**src/rtl/riscv_pkg.sv**
```systemverilog
// Shared RV64 pipeline constants, opcodes and inter-stage bundles.
// Imported by every pipeline stage.
package riscv_pkg;

  localparam int XLEN        = 64;
  localparam int ILEN        = 32;
  localparam int INSTR_BYTES = 4;

  localparam logic [XLEN-1:0] RESET_PC = '0;

  localparam logic [6:0] OP_LOAD   = 7'h03;
  localparam logic [6:0] OP_IMM    = 7'h13;
  localparam logic [6:0] OP_AUIPC  = 7'h17;
  localparam logic [6:0] OP_STORE  = 7'h23;
  localparam logic [6:0] OP_OP     = 7'h33;
  localparam logic [6:0] OP_LUI    = 7'h37;
  localparam logic [6:0] OP_BRANCH = 7'h63;
  localparam logic [6:0] OP_JALR   = 7'h67;
  localparam logic [6:0] OP_JAL    = 7'h6f;
  localparam logic [6:0] OP_SYSTEM = 7'h73;

  typedef struct packed {
    logic [XLEN-1:0] pc;
    logic [ILEN-1:0] instr;
  } if_id_t;

endpackage

```
**src/rtl/fetch_fifo.sv**
```systemverilog
// Synchronous FIFO with flush and occupancy count.
// Holds fetched {pc, instr} entries and pending request PCs.
module fetch_fifo #(
  parameter int WIDTH = 96,
  parameter int DEPTH = 2,
  localparam int AW = $clog2(DEPTH),
  localparam int CW = AW + 1
) (
  input  logic             clk,
  input  logic             rst_n,
  input  logic             push,
  input  logic [WIDTH-1:0] push_data,
  input  logic             pop,
  input  logic             flush,
  output logic [WIDTH-1:0] head,
  output logic [CW-1:0]    count
);

  logic [WIDTH-1:0] mem [DEPTH];
  logic [AW-1:0]    rd_ptr;
  logic [AW-1:0]    wr_ptr;
  logic             empty;
  logic             full;
  logic             do_push;
  logic             do_pop;

  assign empty   = (count == '0);
  assign full    = (count == CW'(DEPTH));
  assign do_pop  = pop & ~flush & ~empty;
  // Full plus a same-cycle pop still has room.
  assign do_push = push & ~flush & (~full | do_pop);
  assign head    = mem[rd_ptr];

  always_ff @(posedge clk) begin
    if (!rst_n || flush) begin
      rd_ptr <= '0;
      wr_ptr <= '0;
      count  <= '0;
    end else begin
      if (do_push) wr_ptr <= wr_ptr + AW'(1);
      if (do_pop)  rd_ptr <= rd_ptr + AW'(1);
      count <= count + CW'(do_push) - CW'(do_pop);
    end
  end

  always_ff @(posedge clk) begin
    if (do_push) mem[wr_ptr] <= push_data;
  end

endmodule

```
**src/rtl/if_fetch_unit.sv**
```systemverilog
// Instruction-fetch stage: PC ownership, credit-based imem fetch,
// fetch buffer to decode, and redirect flush with stale-response drop.
module if_fetch_unit
  import riscv_pkg::*;
#(
  parameter int XLEN = riscv_pkg::XLEN,
  parameter logic [XLEN-1:0] RESET_PC = riscv_pkg::RESET_PC,
  parameter int DEPTH = 2
) (
  input  logic            clk,
  input  logic            rst_n,
  output logic            imem_req_valid,
  input  logic            imem_req_ready,
  output logic [XLEN-1:0] imem_req_addr,
  input  logic            imem_rsp_valid,
  input  logic [31:0]     imem_rsp_data,
  input  logic            redirect_valid,
  input  logic [XLEN-1:0] redirect_pc,
  output logic            id_valid,
  input  logic            id_ready,
  output logic [XLEN-1:0] id_pc,
  output logic [31:0]     id_instr
);

  localparam int CW = $clog2(DEPTH) + 1;
  localparam int BW = XLEN + ILEN;

  logic [XLEN-1:0] pc;
  logic [CW-1:0]   inflight;
  logic [CW-1:0]   drop;
  logic [CW-1:0]   count;
  logic [CW-1:0]   aq_count;
  logic [CW:0]     used;
  logic [XLEN-1:0] aq_head;
  logic [BW-1:0]   buf_head;
  logic            accept;
  logic            rsp_ok;
  logic            fresh;
  logic            buf_empty;
  logic            buf_pop;

  assign used      = {1'b0, count} + {1'b0, inflight};
  assign buf_empty = (count == '0);

  assign imem_req_valid = rst_n & ~redirect_valid
                        & (used < (CW+1)'(DEPTH));
  assign imem_req_addr  = pc;
  assign accept         = imem_req_valid & imem_req_ready;

  assign rsp_ok = imem_rsp_valid & (inflight != '0);
  assign fresh  = rsp_ok & (drop == '0) & ~redirect_valid;

  assign id_valid = ~buf_empty & ~redirect_valid;
  assign buf_pop  = id_valid & id_ready;
  assign id_pc    = buf_empty ? '0 : buf_head[BW-1:ILEN];
  assign id_instr = buf_empty ? '0 : buf_head[ILEN-1:0];

  fetch_fifo #(.WIDTH(XLEN), .DEPTH(DEPTH)) u_addr_q (
    .clk       (clk),
    .rst_n     (rst_n),
    .push      (accept),
    .push_data (pc),
    .pop       (fresh),
    .flush     (redirect_valid),
    .head      (aq_head),
    .count     (aq_count)
  );

  fetch_fifo #(.WIDTH(BW), .DEPTH(DEPTH)) u_buf (
    .clk       (clk),
    .rst_n     (rst_n),
    .push      (fresh),
    .push_data ({aq_head, imem_rsp_data}),
    .pop       (buf_pop),
    .flush     (redirect_valid),
    .head      (buf_head),
    .count     (count)
  );

  always_ff @(posedge clk) begin
    if (!rst_n) begin
      pc       <= RESET_PC;
      inflight <= '0;
      drop     <= '0;
    end else if (redirect_valid) begin
      // Every still-outstanding request belongs to the old path.
      pc       <= {redirect_pc[XLEN-1:2], 2'b00};
      inflight <= inflight - CW'(rsp_ok);
      drop     <= inflight - CW'(rsp_ok);
    end else begin
      if (accept) pc <= pc + XLEN'(INSTR_BYTES);
      inflight <= inflight + CW'(accept) - CW'(rsp_ok);
      if (rsp_ok && drop != '0) drop <= drop - CW'(1);
    end
  end

  always_ff @(posedge clk) begin
    if (rst_n) begin
      assert (!(imem_rsp_valid && inflight == '0));
      assert (!(fresh && count == CW'(DEPTH) && !buf_pop));
      assert (!(fresh && aq_count == '0));
    end
  end

endmodule

```
**config.mk**
```make
export PLATFORM = sky130hd
export DESIGN_NAME = if_fetch_unit
export DESIGN_NICKNAME = d
export VERILOG_FILES = /design/src/rtl/riscv_pkg.sv /design/src/rtl/fetch_fifo.sv /design/src/rtl/if_fetch_unit.sv
export SDC_FILE = /design/constraint.sdc
export NUM_CORES = 1
export LEC_CHECK = 0
export BUFFER_PORTS_ARGS = -buffer_cell sky130_fd_sc_hd__clkbuf_2
export CAP_MARGIN = 20
export CELL_PAD_IN_SITES_DETAIL_PLACEMENT = 0
export CELL_PAD_IN_SITES_GLOBAL_PLACEMENT = 1
export CORE_AREA = 3 3 187 189
export CTS_BUF_LIST = sky130_fd_sc_hd__clkbuf_2 sky130_fd_sc_hd__clkbuf_4 sky130_fd_sc_hd__clkbuf_8
export CTS_CLUSTER_SIZE = 40
export DETAILED_ROUTE_END_ITERATION = 7
export DIE_AREA = 0 0 190 192
export HOLD_SLACK_MARGIN = 0.1
export PLACE_DENSITY = 0.95
export SYNTH_ARGS = -nofsm -noshare
export SYNTH_HDL_FRONTEND = slang
export SYNTH_HIERARCHICAL = 1
export SYNTH_SLANG_ARGS = --single-unit
```
**constraint.sdc**
```tcl
create_clock -name clk -period 16 [get_ports clk]
set_input_delay 0.8 -clock clk [delete_from_list [all_inputs] [get_ports clk]]
set_output_delay 0.8 -clock clk [all_outputs]
set_load 0.02 [all_outputs]
```
Yosys cells after proc, flatten, opt, wreduce, memory -nomap -nowiden --
Memory sizes are Yosys's and may differ from the RTL's. A register that Yosys moved wholly into a read port is not among the register bits. Index checks and enable logic that the tools add are counted.
Operators by class: order comparisons 1, add/subtract/negate cells 14, reductions and logical operators 11, muxes and demuxes 15, bitwise logic cells 23, eq/ne operators 2
Operators by type and width (count):
- 2-to-1 mux 64 bit | 3
- adder 64 x 3 -> 64 bit, second input constant | 1
- 2-to-1 mux 32 bit | 1
- bitwise AND 1 bit | 15
- 2-to-1 mux 1 bit | 8
- nonzero test 2 bit | 4
- subtractor 2 x 1 -> 2 bit | 4
- adder 2 x 1 -> 2 bit | 3
- zero test 2 bit | 3
- 2-to-1 mux 2 bit | 3
- inverter 1 bit | 6
- adder 1 bit, second input constant | 4
- equality test 2 bit, second input constant | 2
- adder 2 x 2 -> 3 bit | 1
- < comparator 3 x 2 -> 1 bit, second input constant | 1
- OR 1 bit | 2
- OR reduction 2 bit | 1
- subtractor 2 x 1 -> 2 bit, second input constant | 1
- logical AND 1 bit | 1
- zero test 1 bit | 1
- logical OR 1 bit | 1
Word-level totals: memories 2, input port bits 102, register bits after elaboration 76, memory bits (writable) 320, logic and storage cells 78
Memory list:
- u_buf.mem | words 2, width 96, read ports 1, clocked after memory_dff 1, wr ports 1, line fetch_fifo.sv:19 | logic [WIDTH-1:0] mem [DEPTH];
- u_addr_q.mem | words 2, width 64, read ports 1, clocked after memory_dff 1, wr ports 1, line fetch_fifo.sv:19

Longest topological paths before layout --
Gate-level depths: netlist of the first run.
word-level depth 10, mapped depth 15, depth with buffers taken out 13

By module --
The synthesis of the first run kept the hierarchy.
Modules (own cells, without submodules):
- fetch_fifo at u_buf | cells an instance 328, area an instance 7367.1 sq um, instances 1, seq. area each 5865.6 sq um
- fetch_fifo at u_addr_q | cells an instance 228, area an instance 5122.4 sq um, instances 1, seq. area each 3943.8 sq um
- if_fetch_unit | cells an instance 662, area an instance 4825.9 sq um, instances 1, seq. area each 1321.3 sq um

Worst setup path before layout of the first run --
OpenSTA, ideal clock, no wires.
path type in2reg, start point input redirect_valid, end point memory u_buf.mem[1][0] (enable), stages on the path 7, path slack 9.418 ns, arrival time 6.030 ns, library setup time 0.551 ns, required time 15.449 ns, cell sequence buf_2 clkbuf_1 nor2_1 and2_1 nor3b_1 or2_2 nor2_1
Between the ends: word-level cells in the longest chain between the ends 9
RTL lines:
- start: declaration | line if_fetch_unit.sv:17 | input logic redirect_valid,
- inverter 1 bit | line if_fetch_unit.sv:53 | assign id_valid = ~buf_empty & ~redirect_valid;
- bitwise AND 1 bit | line if_fetch_unit.sv:53
- net id_valid | line if_fetch_unit.sv:19 | output logic id_valid,
- bitwise AND 1 bit | line if_fetch_unit.sv:54 | assign buf_pop = id_valid & id_ready;
- net buf_pop | line if_fetch_unit.sv:40 | logic buf_pop;
- bitwise AND 1 bit (2 in a row) | line fetch_fifo.sv:29 | assign do_pop = pop & ~flush & ~empty;
- OR 1 bit | line fetch_fifo.sv:31 | assign do_push = push & ~flush & (~full | do_pop);
- bitwise AND 1 bit | line fetch_fifo.sv:31
- 2-to-1 mux 1 bit | line fetch_fifo.sv:47 | if (do_push) mem[wr_ptr] <= push_data;
- 2-to-1 mux 1 bit (not written as such) | line fetch_fifo.sv:47
- end: declaration | line fetch_fifo.sv:19
The timed path passes the listed nets, and every way through them passes these cells.

Worst setup path in the final report of the first run --
start point input redirect_valid, end point memory u_buf.mem[1][31] (enable)
Between the ends: word-level cells in the longest chain between the ends 9
RTL lines (line):
- inverter 1 bit | if_fetch_unit.sv:53
- bitwise AND 1 bit | if_fetch_unit.sv:53
- bitwise AND 1 bit | if_fetch_unit.sv:54
- net buf_pop | if_fetch_unit.sv:40
- bitwise AND 1 bit (2 in a row) | fetch_fifo.sv:29
- OR 1 bit | fetch_fifo.sv:31
- bitwise AND 1 bit | fetch_fifo.sv:31
- 2-to-1 mux 1 bit | fetch_fifo.sv:47
- 2-to-1 mux 1 bit (not written as such) | fetch_fifo.sv:47
The timed path passes the listed nets, and every way through them passes these cells.

==> results.cfg, run 1 <==
[yosys]
synth_cells = 1218
synthArstFlopShare_pct = 0
syn-cell-area_mm2 = 0.0173
synth.distinct_cells = 76
synth_ff_type = edfxtp_1
yosysWarnings = 6
ys_seq_elements = 396
netlist.top_cell.by_area = edfxtp_1
synth_area_leaders = edfxtp_1, dfxtp_1, mux2_4, mux2_2, nor2b_1
avgSynthCellArea_um2 = 14.2
yosysTopAreaCellShare_pct = 55.5
synth_edf_count = 320
yosysSeqAreaShare_pct = 64.3

[routing]
vias = 11200
drt_iter0_markers = 1072
routedWlPerCell_um = 20.9
routed_via_density = 5.64
post-route-drc-count = 0
dr.pass1.iters = 5
ant_nets = 0
routed_wirelength_um = 41500

[power_and_ir_drop]
peakVddDrop_mv = 0.0532
leakagePower_nw = 7.49
powerDensity_mw_per_mm2 = 108
switching_power_uw = 509
seqPwrFrac_pct = 53.7
switching_share_pct = 23.3
p_int_mw = 1.67
pwr-share-clk_pct = 39.4
comb_power_share_pct = 6.9

[sta]
holdWs_ns = 0.367
worstMarginPinSlew_ns = 1.14
fmax_ghz = 0.266
finalCriticalPeriod_ns = 3.76
finalHoldViolCount = 0
setup_violations = 0
finalMaxSlewViolations = 0
min_period_over_period_pct = 23.5
slew_headroom_pct = 24.1
rsz0062_at_grt = no
setup_tns_ns = 0
skew_ns = 0.0451

[clock_tree]
cts_tree = built
root_buffer = clkbuf_8
cts_resized = 0
clock_path_buffers = 3
clkSinkCount = 396
post_cts_buffers = 0
hold_buffers = 0
clock_latency_ns = 0.64
h-tree-depth = 2
numCtsBuffers = 61
clk_pin_slew_worst_paths_ns = 0.06

[worst_setup_path]
reg2regPathDepth = 8
cp_data_required_time_ns = 16.22
criticalPathCategory = primary input to flip-flop
crit_path_start = redirect_valid
r2r-end = u_buf/mem[1][31]
rrSetupSlack_ns = 12.47
cp.arrival_ns = 3.97
critical_path_peak_fanout = 77
cp-start-kind = primary input
crit_path_end_kind = flip-flop
r2r_start = u_buf/count[0]

[job]
cap_violations = 0

[floorplanning]
start_util_pct = 51.8
die_x_um = 190
pin_count = 264
coreArea_mm2 = 0.0334
rows = 67
die_area_mm2 = 0.0365
die_y_um = 192

[place]
gp_congestion = 0.843
io_buffer_count = 259
hpwlAfterDp_um = 26800

[global_routing]
grt_use_total_pct = 22.1
grt_pass1_vias = 11200
grt_pass1_wl_um = 62500
antenna_found_initial = 0
grt_max_degree = 98
grt_overflow = 0

[min_path]
hold_path_depth = 1
hold_start = imem_rsp_data[4]
min_to = u_buf/mem[0][4]
hold_class = primary input to flip-flop

[finish]
layout.nets = 1602
final_core_util_pct = 60.5
drive_gt1_share_pct = 37.4
syn_to_final_growth_pct = 16.8
layout_common_cells = edfxtp_1, clkbuf_2, mux2_4, nor2b_1, dfxtp_1
insertedDiodeCount = 0
layout_commonest_cell = edfxtp_1

[run_status]
status = finished clean
worst max-delay path, cell delays in order:
cell,delay (ns)
clkbuf_2,0.31
buf_4,0.45
nor2_1,0.20
and2_1,0.18
nor3b_1,0.08
or2_2,0.33
nor2_4,0.54
buf_4,0.88
routing by layer:
layer	up-vias	wire, um	part of all wire (%)	global-route usage (%)
met4	0	1090	2.6	8.08
met2	532	20500	49	37.7
met5	-	0	0	0
li1	5133	-	-	-
met3	79	3200	7.7	4.07
met1	5476	16800	40	28.4
power by group through the flow:
stage	sequential (mW)	clock [mW]	combinational (mW)
floorplan	1.20	0	0.0867
global placement	1.19	0	0.145
detailed placement	1.19	0	0.150
CTS	1.17	0.877	0.151
global route	1.18	0.921	0.164
finish	1.17	0.860	0.151
flip-flops by register name (all words and copies together), names as in the netlist, 2 cells and up, named ones only:
name and cells:
u_buf/count 2, drop 2, u_buf/mem 192, inflight 2
imem_req_addr 62, u_addr_q/count 2, u_addr_q/mem 128
worst max-delay path by stage:
stage | end | slack (ns) | cells after the start
floorplan | u_buf/mem[1][0] | 9.42 | 7
global placement | u_buf/mem[1][31] | 11.67 | 8
detailed placement | u_buf/mem[1][31] | 11.62 | 8
CTS | id_instr[0] | 12.02 | 4
global route | u_buf/mem[1][31] | 12.06 | 8
finish | u_buf/mem[1][31] | 12.24 | 8
cell families after synthesis:
| family | synth area share [%] |
|---|---|
| multiplexers | 13.3 |
| flip-flops | 64.3 |
| adder cells (fa/ha/maj) | 0.766 |
| AO/OA/AOI/OAI | 5.98 |
| other | 0.0217 |
| AND/OR/NAND/NOR | 11.9 |
| XOR/XNOR | 0.860 |
| buffers and inverters | 2.88 |
cells in the mapped netlist (all sizes together), types with 11 or more instances:
| master | count |
|---|---|
| nand2 | 62 |
| a22oi | 11 |
| and2 | 12 |
| mux2 | 168 |
| nor2 | 52 |
| a31oi | 15 |
| and4 | 12 |
| a21oi | 59 |
| dfxtp | 76 |
| inv | 18 |
| nor3 | 19 |
| clkbuf | 38 |
| and3 | 24 |
| o21ai | 40 |
| nand4 | 25 |
| buf | 31 |
| nor4 | 11 |
| edfxtp | 320 |
| nor2b | 98 |
| nand3 | 29 |
per-stage QoR:
step                      total power [mW]  area, um^2  cells  setup slack (ns)
after floorplan                       1.28       17300   1223              9.42
after global placement                1.34       18900   1872             11.67
after detailed placement              1.34       18900   1873             11.62
after CTS                             2.20       20200   1988             12.02
after global routing                  2.26       20200   1990             12.06
final                                 2.18       20200   1990             12.24
area by class of cell:
class	instances	area, um^2
Fill cell	2529	13200
Clock buffer	90	1090
Inverter	19	76.3
Multi-Input combinational cell	739	5730
Sequential cell	396	11100
Timing Repair Buffer	273	1450
Tap cell	448	561
Clock inverter	25	183
Note: power is estimated with default switching activity, not from simulation.
==> run 2: changes to the inputs <==
--- a/config.mk
+++ b/config.mk
@@ -9,13 +9,13 @@
 export CAP_MARGIN = 20
 export CELL_PAD_IN_SITES_DETAIL_PLACEMENT = 0
 export CELL_PAD_IN_SITES_GLOBAL_PLACEMENT = 1
-export CORE_AREA = 3 3 187 189
+export CORE_AREA = 3 3 192 194
 export CTS_BUF_LIST = sky130_fd_sc_hd__clkbuf_2 sky130_fd_sc_hd__clkbuf_4 sky130_fd_sc_hd__clkbuf_8
 export CTS_CLUSTER_SIZE = 40
 export DETAILED_ROUTE_END_ITERATION = 7
-export DIE_AREA = 0 0 190 192
+export DIE_AREA = 0 0 195 197
 export HOLD_SLACK_MARGIN = 0.1
-export PLACE_DENSITY = 0.95
+export PLACE_DENSITY = 0.93
 export SYNTH_ARGS = -nofsm -noshare
 export SYNTH_HDL_FRONTEND = slang
 export SYNTH_HIERARCHICAL = 1
==> constraint.sdc (replaced) <==
create_clock -name clk -period 3.9 [get_ports clk]
set_input_delay 0.195 -clock clk [delete_from_list [all_inputs] [get_ports clk]]
set_output_delay 0.195 -clock clk [all_outputs]
set_load 0.02 [all_outputs]
==> results.cfg, run 2 (same netlist as run 1, synthesis figures left out) <==
[run_status]
status = finished clean

[worst_setup_path]
rrSetupSlack_ns = 0.65
crit_path_end_kind = flip-flop
cp_common_cell = o311ai_1
crit_slowest_cell = or4_1
r2r_start = imem_req_addr[26]
cpLargestDelayFamily = simple AND/OR/NAND/NOR gates
path_cells = nand4_1 > nor2_1 > nand3_1 > or4_1 > o311ai_1 > o311ai_1 > dlygate4sd3_1
cp_data_required_time_ns = 4.37
crit_path_max_incr_delay_ns = 0.63
cp-start-kind = flip-flop
cp.arrival_ns = 3.72
critical_path_peak_fanout = 10
crit_path_start = imem_req_addr[26]
criticalPathCategory = flip-flop to flip-flop
crit_buf_inv = 1

[routing]
drt_iter0_markers = 882
vias = 11700
ant_nets = 0
post-route-drc-count = 0
routedWlPerCell_um = 20.4
routed_via_density = 5.55
routed_wirelength_um = 43200
dr.pass1.iters = 5

[clock_tree]
numCtsBuffers = 66
clock_path_buffers = 3
cts_resized = 0
post_cts_buffers = 0
root_buffer = clkbuf_8
clock_latency_ns = 0.59
cts_tree = built
clkSinkCount = 396
h-tree-depth = 3
clk_pin_slew_worst_paths_ns = 0.06

[global_routing]
grt_use_total_pct = 21.8
grt_max_degree = 97
grt_overflow = 0
grt_pass1_vias = 11600
antenna_found_initial = 2
grt_pass1_wl_um = 65600

[finish]
largest-register = u_buf/mem
finalInstanceArea_mm2 = 0.0214
layout.nets = 1713
layout_common_cells = edfxtp_1, clkbuf_2, mux2_4, dlygate4sd3_1, nor2b_1
final_core_util_pct = 60.4
layout_commonest_cell = edfxtp_1
n_fill_cell = 2631
drive_gt1_share_pct = 34.7
largest_reg_flops = 192
syn_to_final_growth_pct = 23.4

[place]
io_buffer_count = 259
gp_congestion = 0.877
hpwlAfterDp_um = 28100
dp_slack_ns = 0.820
placed_area_mm2 = 0.0191

[sta]
worstMarginPinSlew_ns = 1.09
slew_headroom_pct = 27.4
timing.final.ws_setup_ns = 0.650
finalMaxSlewViolations = 0
finalHoldViolCount = 0
finalCriticalPeriod_ns = 3.25
skew_ns = 0.0238
setup_tns_ns = 0
rsz0062_at_grt = no
setup_violations = 0
min_period_over_period_pct = 83.3
fmax_ghz = 0.308

[floorplanning]
die_x_um = 195
pin_count = 264
rows = 69
die_y_um = 197
coreArea_mm2 = 0.0354
start_util_pct = 48.9
die_area_mm2 = 0.0384

[power_and_ir_drop]
pwr-share-clk_pct = 39.9
switching_share_pct = 23.7
comb_power_share_pct = 7.8
leakagePower_nw = 7.92
p_int_mw = 7.01
design_power_total_mw = 9.19
peakVddDrop_mv = 0.231
powerDensity_mw_per_mm2 = 430
seqPwrFrac_pct = 52.3
switching_power_mw = 2.18

[min_path]
hold_class = primary input to flip-flop
hold_start = imem_req_ready

[job]
cap_violations = 0
==> run 2: worst reg2reg max path: cells and delay by family, from the launching register on <==
family                 cells  cell delay (ns)
AO/OA/AOI/OAI              2             0.42
AND/OR/NAND/NOR            4             1.58
buffers and inverters      1             0.59
flip-flops                 1             0.55
==> run 2: layout make-up <==
cell class	instances	area, um^2	share of cell area, %
inverters	19	81.3	0.381
well taps	461	577	2.70
diodes	1	2.50	0.0117
multi-input cells	739	5730	26.8
flip-flops and latches	396	11100	52.1
clock buffers	80	1020	4.77
clock inverters	37	288	1.35
repair buffers	379	2530	11.8
==> run 2: timing repair <==
action / in CTS / in global routing
endpoints found under the setup margin: 0 / 0
endpoints found under the hold margin: 132 / 0
hold buffers: 99 / 0
==> run 2: routing by layer <==
metal / up-vias / wire length [um] / GRT usage [%]
li1: 5362 / - / -
met1: 5674 / 17000 / 28.4
met2: 599 / 21300 / 36.3
met3: 93 / 3720 / 4.79
met4: 2 / 1180 / 7.97
met5: - / 9 / 0
==> run 2: metrics by stage <==
step	hold WS, ns	instances
after floorplan	0.294	1223
after CTS	0.121	2111
after detailed placement	0.389	1895
after global placement	0.385	1894
final	0.151	2112
after global routing	0.176	2112
==> run 2: final timing paths <==
path	endpoint	cells past startpoint
worst max-delay path	imem_req_addr[63]	7
worst min-delay path	u_addr_q/wr_ptr	6
worst max register to register	imem_req_addr[63]	7
worst min register to register	u_buf/wr_ptr	2
==> run 2: power groups by stage <==
| stage | clock network, mW | registers (mW) | logic (mW) |
|---|---|---|---|
| 3_3_place_gp | 0 | 4.89 | 0.608 |
| 2_1_floorplan | 0 | 4.91 | 0.358 |
| 6_report | 3.67 | 4.81 | 0.712 |
| 3_5_place_dp | 0 | 4.90 | 0.625 |
| 5_1_grt | 3.94 | 4.82 | 0.767 |
| 4_1_cts | 3.73 | 4.81 | 0.711 |
==> run 3: changes to the inputs <==
--- a/config.mk
+++ b/config.mk
@@ -5,17 +5,18 @@
 export SDC_FILE = /design/constraint.sdc
 export NUM_CORES = 1
 export LEC_CHECK = 0
+export ABC_AREA = 1
 export BUFFER_PORTS_ARGS = -buffer_cell sky130_fd_sc_hd__clkbuf_2
 export CAP_MARGIN = 20
 export CELL_PAD_IN_SITES_DETAIL_PLACEMENT = 0
 export CELL_PAD_IN_SITES_GLOBAL_PLACEMENT = 1
-export CORE_AREA = 3 3 192 194
+export CORE_AREA = 3 3 211 213
 export CTS_BUF_LIST = sky130_fd_sc_hd__clkbuf_2 sky130_fd_sc_hd__clkbuf_4 sky130_fd_sc_hd__clkbuf_8
 export CTS_CLUSTER_SIZE = 40
 export DETAILED_ROUTE_END_ITERATION = 7
-export DIE_AREA = 0 0 195 197
+export DIE_AREA = 0 0 214 216
 export HOLD_SLACK_MARGIN = 0.1
-export PLACE_DENSITY = 0.93
+export PLACE_DENSITY = 0.89
 export SYNTH_ARGS = -nofsm -noshare
 export SYNTH_HDL_FRONTEND = slang
 export SYNTH_HIERARCHICAL = 1
==> constraint.sdc (replaced) <==
create_clock -name clk -period 2.85 [get_ports clk]
set_input_delay 0.1425 -clock clk [delete_from_list [all_inputs] [get_ports clk]]
set_output_delay 0.1425 -clock clk [all_outputs]
set_load 0.02 [all_outputs]
==> results.cfg, run 3 <==
[clock_tree]
h-tree-depth = 2
numCtsBuffers = 61
clkSinkCount = 396
clock_latency_ns = 0.66
clock_path_buffers = 3
cts_tree = built
root_buffer = clkbuf_8
clk_pin_slew_worst_paths_ns = 0.07

[routing]
dr.pass1.iters = 5
routed_wirelength_um = 49200
ant_nets = 0
post-route-drc-count = 0
drt_iter0_markers = 906
routedWlPerCell_um = 18.1
routed_via_density = 4.80
vias = 13000

[floorplanning]
die_y_um = 216
rows = 76
start_util_pct = 43.0
die_x_um = 214
pin_count = 264
die_area_mm2 = 0.0462
coreArea_mm2 = 0.0429

[sta]
fmax_ghz = 0.376
min_period_over_period_pct = 93.2
setup_violations = 0
slew_headroom_pct = 55.0
finalHoldViolCount = 0
setup_tns_ns = 0
rsz0062_at_grt = no
worstMarginPinSlew_ns = 0.675
finalCriticalPeriod_ns = 2.66
skew_ns = 0.0519
finalMaxSlewViolations = 0

[yosys]
syn-cell-area_mm2 = 0.0184
ys_seq_elements = 396
yosysMostFrequentCell = edfxtp_1
synth_cells = 1667
synthArstFlopShare_pct = 0
synth_ff_type = edfxtp_1
avgSynthCellArea_um2 = 11.1
synth_edf_count = 320
yosysWarnings = 6
synth_area_leaders = edfxtp_1, dfxtp_1, mux2_4, nand2_1, inv_1
yosysSeqAreaShare_pct = 60.4
netlist.top_cell.by_area = edfxtp_1
ys_top_cells_by_count = edfxtp_1, nand2_1, inv_1
yosysTopAreaCellShare_pct = 52.2
synth.distinct_cells = 39

[finish]
n_fill_cell = 3697
finalInstanceArea_mm2 = 0.0229
layout_commonest_cell = edfxtp_1
layout_common_cells = edfxtp_1, nand2_1, clkbuf_2, inv_1, nor2_1
largest-register = u_buf/mem
syn_to_final_growth_pct = 24.1
multiInputGateArea_mm2 = 0.00599
final_core_util_pct = 53.3
register_area_mm2 = 0.0111
drive_gt1_share_pct = 28.9
layout.nets = 2189
insertedDiodeCount = 0
largest_reg_flops = 192

[power_and_ir_drop]
powerDensity_mw_per_mm2 = 544
leakagePower_nw = 9.30
design_power_total_mw = 12.4
peakVddDrop_mv = 0.383

[place]
io_buffer_count = 259
placed_area_mm2 = 0.0204
hpwlAfterDp_um = 34000
gp_congestion = 0.921

[worst_setup_path]
r2r_start = u_buf/count[0]
criticalPathCategory = flip-flop to flip-flop
critical_path_peak_fanout = 43
cp.arrival_ns = 3.21
r2r-end = imem_req_addr[26]
cp-start-kind = flip-flop
cp_data_required_time_ns = 3.40
cp_common_cell = inv_1
crit_path_end = imem_req_addr[26]
crit_path_end_kind = flip-flop
path_cells = nand2_1 > inv_1 > fa_1 > nor2_1 > nand3_1 > inv_2 > nand2_8 > nand2_2 > buf_12 > o21ai_0 > inv_1 > a21oi_1 > dlygate4sd3_1
crit_path_start = u_buf/count[0]
reg2regPathDepth = 13
crit_path_max_incr_delay_ns = 0.59
crit_slowest_cell = dlygate4sd3_1
rrSetupSlack_ns = 0.19

[global_routing]
antenna_found_initial = 0
grt_pass1_wl_um = 75000
grt_overflow = 0
grt_use_total_pct = 20.9
grt_pass1_vias = 13100
grt_max_degree = 65

[min_path]
hold_class = primary input to flip-flop

[run_status]
status = finished clean

[job]
cap_violations = 0
==> run 3: cell count changes after synthesis, moves of 23 or more <==
cell and delta:
nand2_1 +232, inv_1 +225, nor2_1 +169, nor2b_1 -98
o21ai_1 +42, nand3_1 +39, and3_1 -23
==> run 3: how the worst min path moves through the flow <==
stage	startpoint	slack [ns]	end	depth (start not counted)
2_1_floorplan	redirect_valid	0.21	u_buf/count[0]	1
3_3_place_gp	imem_rsp_data[9]	0.33	u_buf/mem[0][9]	1
3_5_place_dp	imem_rsp_data[31]	0.34	u_buf/mem[1][31]	1
4_1_cts	id_ready	0.12	u_buf/rd_ptr	5
5_1_grt	id_ready	0.17	flip-flop	5
6_report	id_ready	0.15	u_buf/rd_ptr	5
==> run 3: area by class of cell <==
| class | instances | area share (%) |
|---|---|---|
| Clock buffer | 91 | 4.77 |
| Clock inverter | 24 | 0.996 |
| Timing Repair Buffer | 397 | 11.9 |
| Inverter | 248 | 4.09 |
| Tap cell | 585 | 3.20 |
| Multi-Input combinational cell | 973 | 26.2 |
| Sequential cell | 396 | 48.8 |
==> run 3: repair_timing <==
action	CTS	global route
gates resized for setup	0	8
endpoints found under the hold margin	138	0
endpoints found under the setup margin	0	38
buffers inserted	0	3
hold buffers	111	0
==> run 3: power breakdown <==
| group | switching [mW] | internal (mW) | total, mW | leakage, nW |
|---|---|---|---|---|
| Combinational | 0.497 | 0.379 | 0.876 | 5.06 |
| Clock | 2.21 | 2.82 | 5.03 | 0.703 |
| Sequential | 0.159 | 6.36 | 6.52 | 3.54 |
| Total | 2.86 | 9.56 | 12.4 | 9.30 |
==> run 3: kinds of logic (layout without fill, tap and decap cells) <==
| logic type | count (synthesis) | after routing | share of synthesized area [%] |
|---|---|---|---|
| AOI/OAI and AO/OA | 147 | 147 | 4.18 |
| xor gates and xnor gates | 20 | 20 | 0.951 |
| adders and majority gates | 10 | 10 | 0.720 |
| buffers and inverters | 303 | 760 | 7.48 |
| DFF | 396 | 396 | 60.4 |
| muxes | 160 | 160 | 11.8 |
| other | 1 | 6 | 0.0204 |
| and+or+nand+nor | 630 | 630 | 14.4 |
==> run 3: per-layer routing <==
metal / wire length (um) / track usage [%] / vias up
li1: - / - / 6343
met1: 20700 / 26.7 / 6222
met2: 24400 / 36.0 / 382
met3: 2500 / 3.45 / 89
met4: 1570 / 7.68 / 0
met5: 0 / 0 / -
==> run 3: worst max-delay path: cells and delay by family (launching register included) <==
family,cells,cell delay [ns]
adder cells (fa/ha/maj),1,0.42
AND/OR/NAND/NOR,5,0.52
buffers and inverters,5,1.07
AO/OA/AOI/OAI,2,0.16
flip-flops,1,0.36
==> run 3: stage by stage <==
| stage | instances | hold WS (ns) | setup slack (ns) |
|---|---|---|---|
| final | 2714 | 0.155 | 0.193 |
| after global routing | 2714 | 0.167 | 0.0251 |
| after CTS | 2711 | 0.117 | 0.0815 |
| after detailed placement | 2485 | 0.337 | 0.281 |
| after global placement | 2485 | 0.332 | 0.254 |
| after floorplan | 1672 | 0.211 | -0.285 |
